<file path="src/rtl/dmem_pkg.sv">
// Shared definitions for the data-memory responder: MMIO register map,
// STATUS/CTRL bit positions and the offset decoder.
package dmem_pkg;

  localparam logic [7:0] OFF_CYCLE  = 8'h00;
  localparam logic [7:0] OFF_TXDATA = 8'h04;
  localparam logic [7:0] OFF_STATUS = 8'h08;
  localparam logic [7:0] OFF_CTRL   = 8'h0C;

  localparam int ST_EMPTY = 8;
  localparam int ST_FULL  = 9;
  localparam int ST_OVF   = 10;

  localparam int CTRL_CLR_OVF = 0;
  localparam int CTRL_FLUSH   = 1;

  typedef enum logic [2:0] {
    REG_CYCLE,
    REG_TXDATA,
    REG_STATUS,
    REG_CTRL,
    REG_NONE
  } mmio_reg_e;

  // Offsets are matched on all eight window bits; anything else is a hole.
  function automatic mmio_reg_e decode_reg(input logic [7:0] off);
    case (off)
      OFF_CYCLE:  return REG_CYCLE;
      OFF_TXDATA: return REG_TXDATA;
      OFF_STATUS: return REG_STATUS;
      OFF_CTRL:   return REG_CTRL;
      default:    return REG_NONE;
    endcase
  endfunction

endpackage

</file>
<file path="src/rtl/dmem_responder_tx_fifo.sv">
// Byte FIFO feeding the TX handshake. Flush and reset rewind both pointers;
// a push into a full FIFO survives only if a pop frees a slot that cycle.
module tx_fifo #(
  parameter int DEPTH = 8
) (
  input  logic                     clk,
  input  logic                     reset,
  input  logic                     push,
  input  logic [7:0]               push_data,
  input  logic                     pop,
  input  logic                     flush,
  output logic [7:0]               head,
  output logic [$clog2(DEPTH):0]   count,
  output logic                     full,
  output logic                     empty,
  output logic                     drop
);

  localparam int AW = $clog2(DEPTH);
  localparam logic [AW:0] FULL_COUNT = DEPTH[AW:0];

  logic [7:0]    mem_reg [DEPTH];
  logic [AW-1:0] wr_ptr_reg, wr_ptr_next;
  logic [AW-1:0] rd_ptr_reg, rd_ptr_next;
  logic [AW:0]   count_reg, count_next;
  logic          do_push, do_pop;

  assign empty   = (count_reg == '0);
  assign full    = (count_reg == FULL_COUNT);
  assign do_pop  = pop && !empty;
  assign do_push = push && (!full || do_pop) && !flush;
  assign drop    = push && full && !do_pop;
  assign count   = count_reg;

  // Storage is never cleared, so the head is masked to zero when empty.
  assign head = empty ? 8'h00 : mem_reg[rd_ptr_reg];

  always_comb begin
    wr_ptr_next = wr_ptr_reg;
    rd_ptr_next = rd_ptr_reg;
    count_next  = count_reg;
    if (flush) begin
      wr_ptr_next = '0;
      rd_ptr_next = '0;
      count_next  = '0;
    end else begin
      if (do_push) wr_ptr_next = wr_ptr_reg + 1'b1;
      if (do_pop)  rd_ptr_next = rd_ptr_reg + 1'b1;
      count_next = count_reg + (AW+1)'(do_push) - (AW+1)'(do_pop);
    end
  end

  always_ff @(posedge clk) begin
    if (reset) begin
      wr_ptr_reg <= '0;
      rd_ptr_reg <= '0;
      count_reg  <= '0;
    end else begin
      wr_ptr_reg <= wr_ptr_next;
      rd_ptr_reg <= rd_ptr_next;
      count_reg  <= count_next;
    end
  end

  always_ff @(posedge clk) begin
    if (do_push && !reset) mem_reg[wr_ptr_reg] <= push_data;
  end

endmodule

</file>
<file path="src/rtl/dmem_responder.sv">
// Data-memory responder: byte-lane RAM plus an MMIO window with a cycle
// counter and a TX byte FIFO. Reads are combinational, writes land on the edge.
module dmem_responder
  import dmem_pkg::*;
#(
  parameter int          MEM_WORDS  = 64,
  parameter int          FIFO_DEPTH = 8,
  parameter logic [31:0] MMIO_BASE  = 32'hFFFF_FF00
) (
  input  logic        clk,
  input  logic        reset,
  input  logic        MemWrite,
  input  logic [3:0]  byteEnable,
  input  logic [31:0] ALUResult,
  input  logic [31:0] WriteData,
  output logic [31:0] ReadData,
  output logic [7:0]  tx_data,
  output logic        tx_valid,
  input  logic        tx_ready
);

  localparam int RAM_AW = $clog2(MEM_WORDS);
  localparam int CNT_W  = $clog2(FIFO_DEPTH) + 1;

  logic              is_mmio;
  mmio_reg_e         reg_sel;
  logic [RAM_AW-1:0] ram_idx;
  logic              wr_en;
  logic [31:0]       ram_rdata;

  logic [31:0]       cycle_reg, cycle_next;
  logic              ovf_reg, ovf_next;

  logic              fifo_push, fifo_flush, clr_ovf, ctrl_wr;
  logic [7:0]        fifo_head;
  logic [CNT_W-1:0]  fifo_count;
  logic              fifo_full, fifo_empty, fifo_drop;
  logic [31:0]       status_word;

  assign is_mmio = (ALUResult[31:8] == MMIO_BASE[31:8]);
  assign reg_sel = decode_reg(ALUResult[7:0]);
  assign ram_idx = ALUResult[RAM_AW+1:2];
  // Stores are suppressed for the whole reset cycle, RAM included.
  assign wr_en   = MemWrite && !reset;

  // One RAM per byte lane so each lane has a single write port.
  generate
    for (genvar gi = 0; gi < 4; gi++) begin : g_lane
      logic [7:0] lane_reg [MEM_WORDS];

      always_ff @(posedge clk) begin
        if (wr_en && !is_mmio && byteEnable[gi])
          lane_reg[ram_idx] <= WriteData[8*gi +: 8];
      end

      assign ram_rdata[8*gi +: 8] = lane_reg[ram_idx];
    end
  endgenerate

  assign fifo_push  = wr_en && is_mmio && (reg_sel == REG_TXDATA) && byteEnable[0];
  assign ctrl_wr    = wr_en && is_mmio && (reg_sel == REG_CTRL) && byteEnable[0];
  assign fifo_flush = ctrl_wr && WriteData[CTRL_FLUSH];
  assign clr_ovf    = ctrl_wr && WriteData[CTRL_CLR_OVF];

  tx_fifo #(
    .DEPTH(FIFO_DEPTH)
  ) u_tx_fifo (
    .clk       (clk),
    .reset     (reset),
    .push      (fifo_push),
    .push_data (WriteData[7:0]),
    .pop       (tx_ready),
    .flush     (fifo_flush),
    .head      (fifo_head),
    .count     (fifo_count),
    .full      (fifo_full),
    .empty     (fifo_empty),
    .drop      (fifo_drop)
  );

  assign tx_data  = fifo_head;
  assign tx_valid = !fifo_empty;

  always_comb begin
    cycle_next = cycle_reg + 32'd1;
    ovf_next   = ovf_reg;
    if (fifo_drop)    ovf_next = 1'b1;
    else if (clr_ovf) ovf_next = 1'b0;
  end

  always_ff @(posedge clk) begin
    if (reset) begin
      cycle_reg <= '0;
      ovf_reg   <= 1'b0;
    end else begin
      cycle_reg <= cycle_next;
      ovf_reg   <= ovf_next;
    end
  end

  always_comb begin
    status_word           = '0;
    status_word[7:0]      = 8'(fifo_count);
    status_word[ST_EMPTY] = fifo_empty;
    status_word[ST_FULL]  = fifo_full;
    status_word[ST_OVF]   = ovf_reg;
  end

  always_comb begin
    ReadData = '0;
    if (is_mmio) begin
      case (reg_sel)
        REG_CYCLE:  ReadData = cycle_reg;
        REG_STATUS: ReadData = status_word;
        default:    ReadData = '0;
      endcase
    end else begin
      ReadData = ram_rdata;
    end
  end

endmodule

</file>
<file path="config.mk">
export PLATFORM = sky130hd
export DESIGN_NAME = dmem_responder
export DESIGN_NICKNAME = d
export VERILOG_FILES = /design/src/rtl/dmem_pkg.sv /design/src/rtl/dmem_responder_tx_fifo.sv /design/src/rtl/dmem_responder.sv
export SDC_FILE = /design/constraint.sdc
export NUM_CORES = 2
export LEC_CHECK = 0
export BUFFER_PORTS_ARGS = -buffer_cell sky130_fd_sc_hd__buf_2
export CORE_MARGIN = 5
export CORE_UTILIZATION = 25
export CTS_CLUSTER_DIAMETER = 60
export CTS_CLUSTER_SIZE = 20
export DETAILED_ROUTE_END_ITERATION = 7
export HOLD_SLACK_MARGIN = 0.05
export SLEW_MARGIN = 30
export SYNTH_ARGS = -nofsm -noshare
export SYNTH_HDL_FRONTEND = slang
export SYNTH_HIERARCHICAL = 1
export SYNTH_SLANG_ARGS = --single-unit
</file>
<file path="constraint.sdc">
create_clock -name clk -period 4.2 [get_ports clk]
set_input_delay 0 -clock clk [delete_from_list [all_inputs] [get_ports clk]]
set_output_delay 0 -clock clk [all_outputs]
set_load 0.01 [all_outputs]
</file>
Word level (Yosys, flattened, before mapping)
Memory sizes are Yosys's and may differ from the RTL's. A register that Yosys moved wholly into a read port is not among the register bits.
Cells that the tools add are included.
{"block": "word_totals", "output_inout_bits": 41, "reg_bits": 43, "memories": 5, "inputBits": 72, "ram_bits": 2112}
{"memory": "g_lane[0].lane_reg", "words": 64, "width": 8, "read_ports": 1, "rd_ports_with_merged_regs": 0, "wr": 1, "line": "dmem_responder.sv:49", "text": "logic [7:0] lane_reg [MEM_WORDS];"}
{"memory": "g_lane[1].lane_reg", "words": 64, "width": 8, "read_ports": 1, "rd_ports_with_merged_regs": 0, "wr": 1, "line": "dmem_responder.sv:49"}
{"memory": "g_lane[2].lane_reg", "words": 64, "width": 8, "read_ports": 1, "rd_ports_with_merged_regs": 0, "wr": 1, "line": "dmem_responder.sv:49"}
{"memory": "g_lane[3].lane_reg", "words": 64, "width": 8, "read_ports": 1, "rd_ports_with_merged_regs": 0, "wr": 1, "line": "dmem_responder.sv:49"}
{"memory": "u_tx_fifo.mem_reg", "words": 8, "width": 8, "read_ports": 1, "rd_ports_with_merged_regs": 1, "wr": 1, "line": "dmem_responder_tx_fifo.sv:22", "text": "logic [7:0] mem_reg [DEPTH];"}
{"block": "op_classes", "reduce_logical": 31, "addsub": 5, "muxes": 18, "eq_ne": 8}
{"operator": "$pmux 32 s2", "n": 1}
{"operator": "$add 32x1->32 const B", "n": 1}
{"operator": "$mux 32", "n": 1}
{"operator": "$eq 24x24->1 const B", "n": 1}
{"operator": "$logic_and 1x1->1", "n": 19}
{"operator": "$eq 8x4->1 const B", "n": 2}
{"operator": "$mux 1", "n": 12}
{"operator": "$pmux 3 s4", "n": 1}
{"operator": "$eq 8x3->1 const B", "n": 1}
{"operator": "$logic_not 8->1", "n": 1}
{"operator": "$mux 8", "n": 1}
{"operator": "$add 3x1->3 const B", "n": 2}
{"operator": "$eq 3x2->1 const B", "n": 2}
{"operator": "$logic_not 1->1", "n": 6}
{"operator": "$mux 3", "n": 2}
{"operator": "$add 4x1->4", "n": 1}
{"operator": "$eq 4x4->1 const B", "n": 1}
{"operator": "$logic_not 4->1", "n": 1}
{"operator": "$sub 4x1->4", "n": 1}
{"operator": "$eq 3x1->1 const B", "n": 1}
{"operator": "$logic_not 3->1", "n": 1}
{"operator": "$reduce_bool 2->1", "n": 1}
{"operator": "$reduce_or 2->1", "n": 1}
{"operator": "$logic_or 1x1->1", "n": 1}

Depth between registers and ports, before layout
{"block": "logic_depth", "word_depth": 11, "ltp_mapped": 19}

By module
The synthesis kept the hierarchy.
{"mod": "dmem_responder", "instances": 1, "area_each_um2": 81438.1, "cells_each": 4025}
{"mod": "tx_fifo", "instances": 1, "area_each_um2": 3200.6, "cells_each": 182}

Worst setup path after synthesis
Ideal clock, no wire load.
{"block": "synth_timing", "path_kind": "input to register", "start": "in ALUResult[2]", "end": "mem u_tx_fifo.mem_reg[6][0] (enable)", "slack_ns": 0.939, "n_path_buf": 7, "setup_time_ns": 0.398, "t_arrival_ns": 2.863, "path_stages": 12, "path_cell_list": "buf_4 > buf_12 > buf_8 > buf_6 > buf_6 > buf_4 > and2_1 > buf_2 > and4_1 > nand2b_1 > a211o_1 > nor4b_1"}
{"block": "synth_between", "elab_chain_cells": 11, "elab_cells_between_ends": 18, "classes_between": "eq/ne (5); mux (3); reduce/logical (10)"}
{"item": "from (decl)", "line": "dmem_responder.sv:14", "text": "input logic [31:0] ALUResult,"}
{"item": "$eq 8x4->1, or another cell as far along", "line": "dmem_pkg.sv:27", "text": "case (off)"}
{"item": "$pmux 3 s4 (*)", "line": "dmem_pkg.sv:27"}
{"item": "$eq 3x2->1 (*)", "line": "dmem_responder.sv:61", "text": "assign ctrl_wr = wr_en && is_mmio && (reg_sel == REG_CTRL) && byteEnable[0];"}
{"item": "$logic_and 1x1->1 (*) (2 in a row)", "line": "dmem_responder.sv:61"}
{"item": "$logic_and 1x1->1 (*)", "line": "dmem_responder.sv:62", "text": "assign fifo_flush = ctrl_wr && WriteData[CTRL_FLUSH];"}
{"item": "named net fifo_flush", "line": "dmem_responder.sv:34", "text": "logic fifo_push, fifo_flush, clr_ovf, ctrl_wr;"}
{"item": "$logic_not 1->1 (*)", "line": "dmem_responder_tx_fifo.sv:31", "text": "assign do_push = push && (!full || do_pop) && !flush;"}
{"item": "$logic_and 1x1->1 (*)", "line": "dmem_responder_tx_fifo.sv:31"}
{"item": "$logic_and 1x1->1 (*)", "line": "dmem_responder_tx_fifo.sv:66", "text": "if (do_push && !reset) mem_reg[wr_ptr_reg] <= push_data;"}
{"item": "$mux 1 (*)", "line": "dmem_responder_tx_fifo.sv:66"}
{"item": "$mux 1 (not written as such) (*)", "line": "dmem_responder_tx_fifo.sv:66"}
{"item": "to (decl)", "line": "dmem_responder_tx_fifo.sv:22"}
Mark *: on every way through the listed nets, which the timed path passes. The rest lies on a longest branch.

Worst setup path in the final report
{"block": "layout_timing", "start": "in ALUResult[7]", "end": "out ReadData[14]"}
{"block": "layout_between", "elab_chain_cells": 5, "elab_cells_between_ends": 10, "classes_between": "eq/ne (4); mux (3); reduce/logical (2); memory (1)"}
{"item": "$eq 8x4->1, or another cell as far along", "line": "dmem_pkg.sv:27"}
{"item": "$pmux 3 s4", "line": "dmem_pkg.sv:27"}
{"item": "$eq 3x2->1 or $logic_not 3->1 (tied branches)", "line": "dmem_responder.sv:112", "text": "case (reg_sel)"}
{"item": "$pmux 32 s2", "line": "dmem_responder.sv:112"}
{"item": "$mux 32 (*)", "line": "dmem_responder.sv:111", "text": "if (is_mmio) begin"}
{"item": "to (decl)", "line": "dmem_responder.sv:16", "text": "output logic [31:0] ReadData,"}
Every way passes the cells marked *; elsewhere a longest branch is shown, timed or not.

==> flow_summary.json <==
{
  "min_period_over_period_pct": 89.0,
  "clkPwrFrac_pct": 36.6,
  "end_kind": "output port",
  "cts_tree": "built",
  "status": "finished clean",
  "worst_slew_pin_slew_ns": 1.05,
  "slew_viol_final": 0,
  "synth_top_area_share_pct": 74.9,
  "post-dp-hpwl_um": 164000,
  "netSwitchingPower_mw": 9.68,
  "htreeDepth": 4,
  "initial_core_util_pct": 25.1,
  "grt_max_degree": 73,
  "insertion_delay_ns": 0.84,
  "setup_slack_ns": 0.462,
  "min_to": "g_lane[2].lane_reg[7][4]$_DFFE_PP_",
  "synth_common_cells": "2112 x edfxtp_1, 467 x mux4_2, 360 x nor2_1",
  "worstHoldPathType": "in -> reg",
  "drv_cap": 0,
  "drt-initial-drc-count": 6250,
  "largest_reg_flops": 2048,
  "fin_crit_ns": 3.74,
  "hold_violations": 0,
  "ys_types": 65,
  "p_leak_nw": 30.5,
  "rows": 213,
  "fmax_mhz": 268,
  "fin_tns_setup_ns": 0,
  "core_area_sq_um": 337000,
  "antenna_found_initial": 24,
  "ys_warn_count": 6,
  "rsz0062_at_grt": "no",
  "required_ns": 4.20,
  "cts_resized": 0,
  "grt_pass1_vias": 44092,
  "antenna_left": 0,
  "avgSynthCellArea_sq_um": 20.1,
  "die_y_um": 592,
  "startpoint_type": "input pin",
  "irDropWorstVdd_mv": 0.291,
  "ys_async_sr_fraction_pct": 0,
  "yosysSeqAreaShare_pct": 76.0,
  "avgRoutedWirePerCell_um": 27.2,
  "fin_skew_ns": 0.0320,
  "synth_most_common_cell": "edfxtp_1",
  "wl_um": 253000,
  "p_comb_share_pct": 6.7,
  "grt_use_total_pct": 14.0,
  "first_pass_iters": 7,
  "timing.rr.end": "cycle_reg[20]$_SDFF_PP0_",
  "power_density_nw_per_um2": 426,
  "cts.path.max_buffers": 3,
  "cpMaxStageDelayCell": "a31oi_1",
  "stdcell_count": 9313,
  "cp-startpoint": "ALUResult[7]",
  "dpl.cell_count": 8982,
  "slew_headroom_pct": 29.9,
  "p_sw_share_pct": 23.1,
  "fin_nets": 4745,
  "grt_pass1_wl_um": 350000,
  "yosysTopAreaCell": "edfxtp_1",
  "synthCells": 4207,
  "synth_top_flop_cell": "edfxtp_1",
  "syn_area_sq_um": 84600,
  "synth_area_leaders": "edfxtp_1 75%, mux4_2 12%, mux2i_1 2.3%",
  "drive_above_1_share_pct": 26.3,
  "p_seq_share_pct": 56.7,
  "path_max_fanout": 20,
  "synth_nets": 4289,
  "crit_arrival_ns": 3.74,
  "grt_overflow": 0,
  "r2r_setup_slack_ns": 1.47,
  "cts.sinks": 2158,
  "p_int_mw": 32.2,
  "port_buffers": 112,
  "syn2layout_area_growth_pct": 16.2,
  "hold_path_depth": 4,
  "ioPinCount": 113,
  "fp.dieW_um": 592,
  "ff2ff_path_depth": 6,
  "gp_congestion": 0.869,
  "crit_top_cell": "buf_4",
  "n_fill_cell": 32962,
  "crit_path_cell_trace": "buf_2 > buf_4 > buf_4 > nand2_1 > nor2_4 > buf_4 > a22oi_1 > o211ai_1 > nor2_1 > a31oi_1 > buf_2",
  "dieArea_sq_um": 350000,
  "clk_pin_slew_ns": 0.07,
  "via_per_inst": 4.80,
  "r2r-start": "cycle_reg[0]$_SDFF_PP0_",
  "synth_edf_count": 2112,
  "routed-via-count": 44707,
  "setup_violations": 0,
  "place_ws_ns": 0.588,
  "synth_seq_cells": 2158,
  "slowest_delay_ns": 0.84,
  "numCtsBuffers": 151,
  "worst-setup-path-type": "in -> out",
  "drc_errors": 0,
  "clockRootBuffer": "clkbuf_16",
  "min-delay-start": "byteEnable[2]"
}
area by class of cell:
cell class / count / area (sq um) / area share, %
Sequential cell: 2158 / 64300 / 65.4
Inverter: 17 / 65.1 / 0.0662
Multi-Input combinational cell: 1789 / 19000 / 19.3
Antenna cell: 18 / 45.0 / 0.0458
Timing Repair Buffer: 546 / 4190 / 4.27
Tap cell: 4515 / 5650 / 5.75
Clock inverter: 91 / 1040 / 1.06
Clock buffer: 179 / 4000 / 4.07
logic make-up after synthesis:
kind of cell             synth area share (%)
adder cells (fa/ha/maj)                 0.157
AO/OA/AOI/OAI                            2.75
buffers and inverters                    1.67
XOR/XNOR                                0.310
AND/OR/NAND/NOR                          3.83
multiplexers                             15.3
flip-flops                               76.0
routing by layer:
layer | vias to the layer above | part of all wire, % | GRT usage [%]
met4 | 10 | 4.0 | 5.10
met5 | - | 0.022 | 0
met3 | 372 | 9.5 | 3.29
li1 | 18215 | - | -
met1 | 23801 | 40 | 19.0
met2 | 2309 | 46 | 22.0
critical path, delay by kind of cell:
kind / cells / cell delay (ns)
and+or+nand+nor: 3 / 1.11
buffers and inverters: 5 / 1.41
AOI/OAI and AO/OA: 3 / 1.14
what timing repair did:
| item | 4_1_cts | 5_1_grt |
|---|---|---|
| setup buffers | 0 | 0 |
| hold endpoints to repair | 2074 | 0 |
| hold buffers | 43 | 0 |
per-stage QoR:
stage | cell area (sq um) | utilization (%) | hold WS (ns) | total power [mW]
2_1_floorplan | 84600 | - | 0.0989 | 25.7
3_3_place_gp | 92800 | 27.5 | 0.347 | 27.0
3_5_place_dp | 92800 | 27.6 | 0.374 | 27.0
4_1_cts | 98300 | 29.2 | 0.0583 | 42.2
5_1_grt | 98300 | 29.2 | 0.0841 | 43.1
6_report | 98300 | 29.2 | 0.105 | 41.9
power groups by stage:
stage	Sequential, mW	Clock [mW]	Combinational (mW)
finish	23.7	15.3	2.82
global route	23.8	16.4	2.98
CTS	23.7	15.6	2.85
detailed placement	24.2	0	2.81
global placement	24.2	0	2.77
floorplan	24.2	0	1.50
placed cells by master (no fill, tap or decap), types with 9 or more instances in the layout:
cell type / instances
o22ai_1: 37
mux4_2: 467
diode_2: 18
inv_6: 19
mux4_1: 12
nor2b_1: 20
clkinv_1: 9
mux2i_1: 194
buf_2: 104
buf_4: 378
a22o_1: 12
nor4_1: 14
a21oi_1: 75
clkinv_2: 10
dlygate4sd3_1: 43
nand2_1: 142
edfxtp_1: 2112
mux2_2: 13
nand3_1: 70
buf_12: 18
clkbuf_16: 156
a22oi_1: 69
dfxtp_1: 45
a221oi_1: 27
xor2_1: 23
clkinvlp_4: 15
inv_1: 15
o211ai_1: 15
nor3_1: 14
a211oi_1: 20
o21ai_0: 29
ha_1: 9
a31oi_1: 15
clkinv_8: 11
nand4_1: 26
clkbuf_1: 22
a2111oi_0: 10
nor2_1: 352
and3_1: 16
how the worst max path moves through the flow:
stage / endpoint / slack (ns) / cells after the start
after floorplan: u_tx_fifo/mem_reg[6][0]$_DFFE_PP_ / 0.94 / 12
after global placement: u_tx_fifo/count[2]$_SDFF_PP0_ / 0.53 / 15
after detailed placement: u_tx_fifo/count[2]$_SDFF_PP0_ / 0.59 / 15
after CTS: ReadData[22] / 0.57 / 7
after global routing: u_tx_fifo/count[2]$_SDFF_PP0_ / 0.28 / 18
final: ReadData[14] / 0.46 / 11
Power figures use the tool's default switching activity.
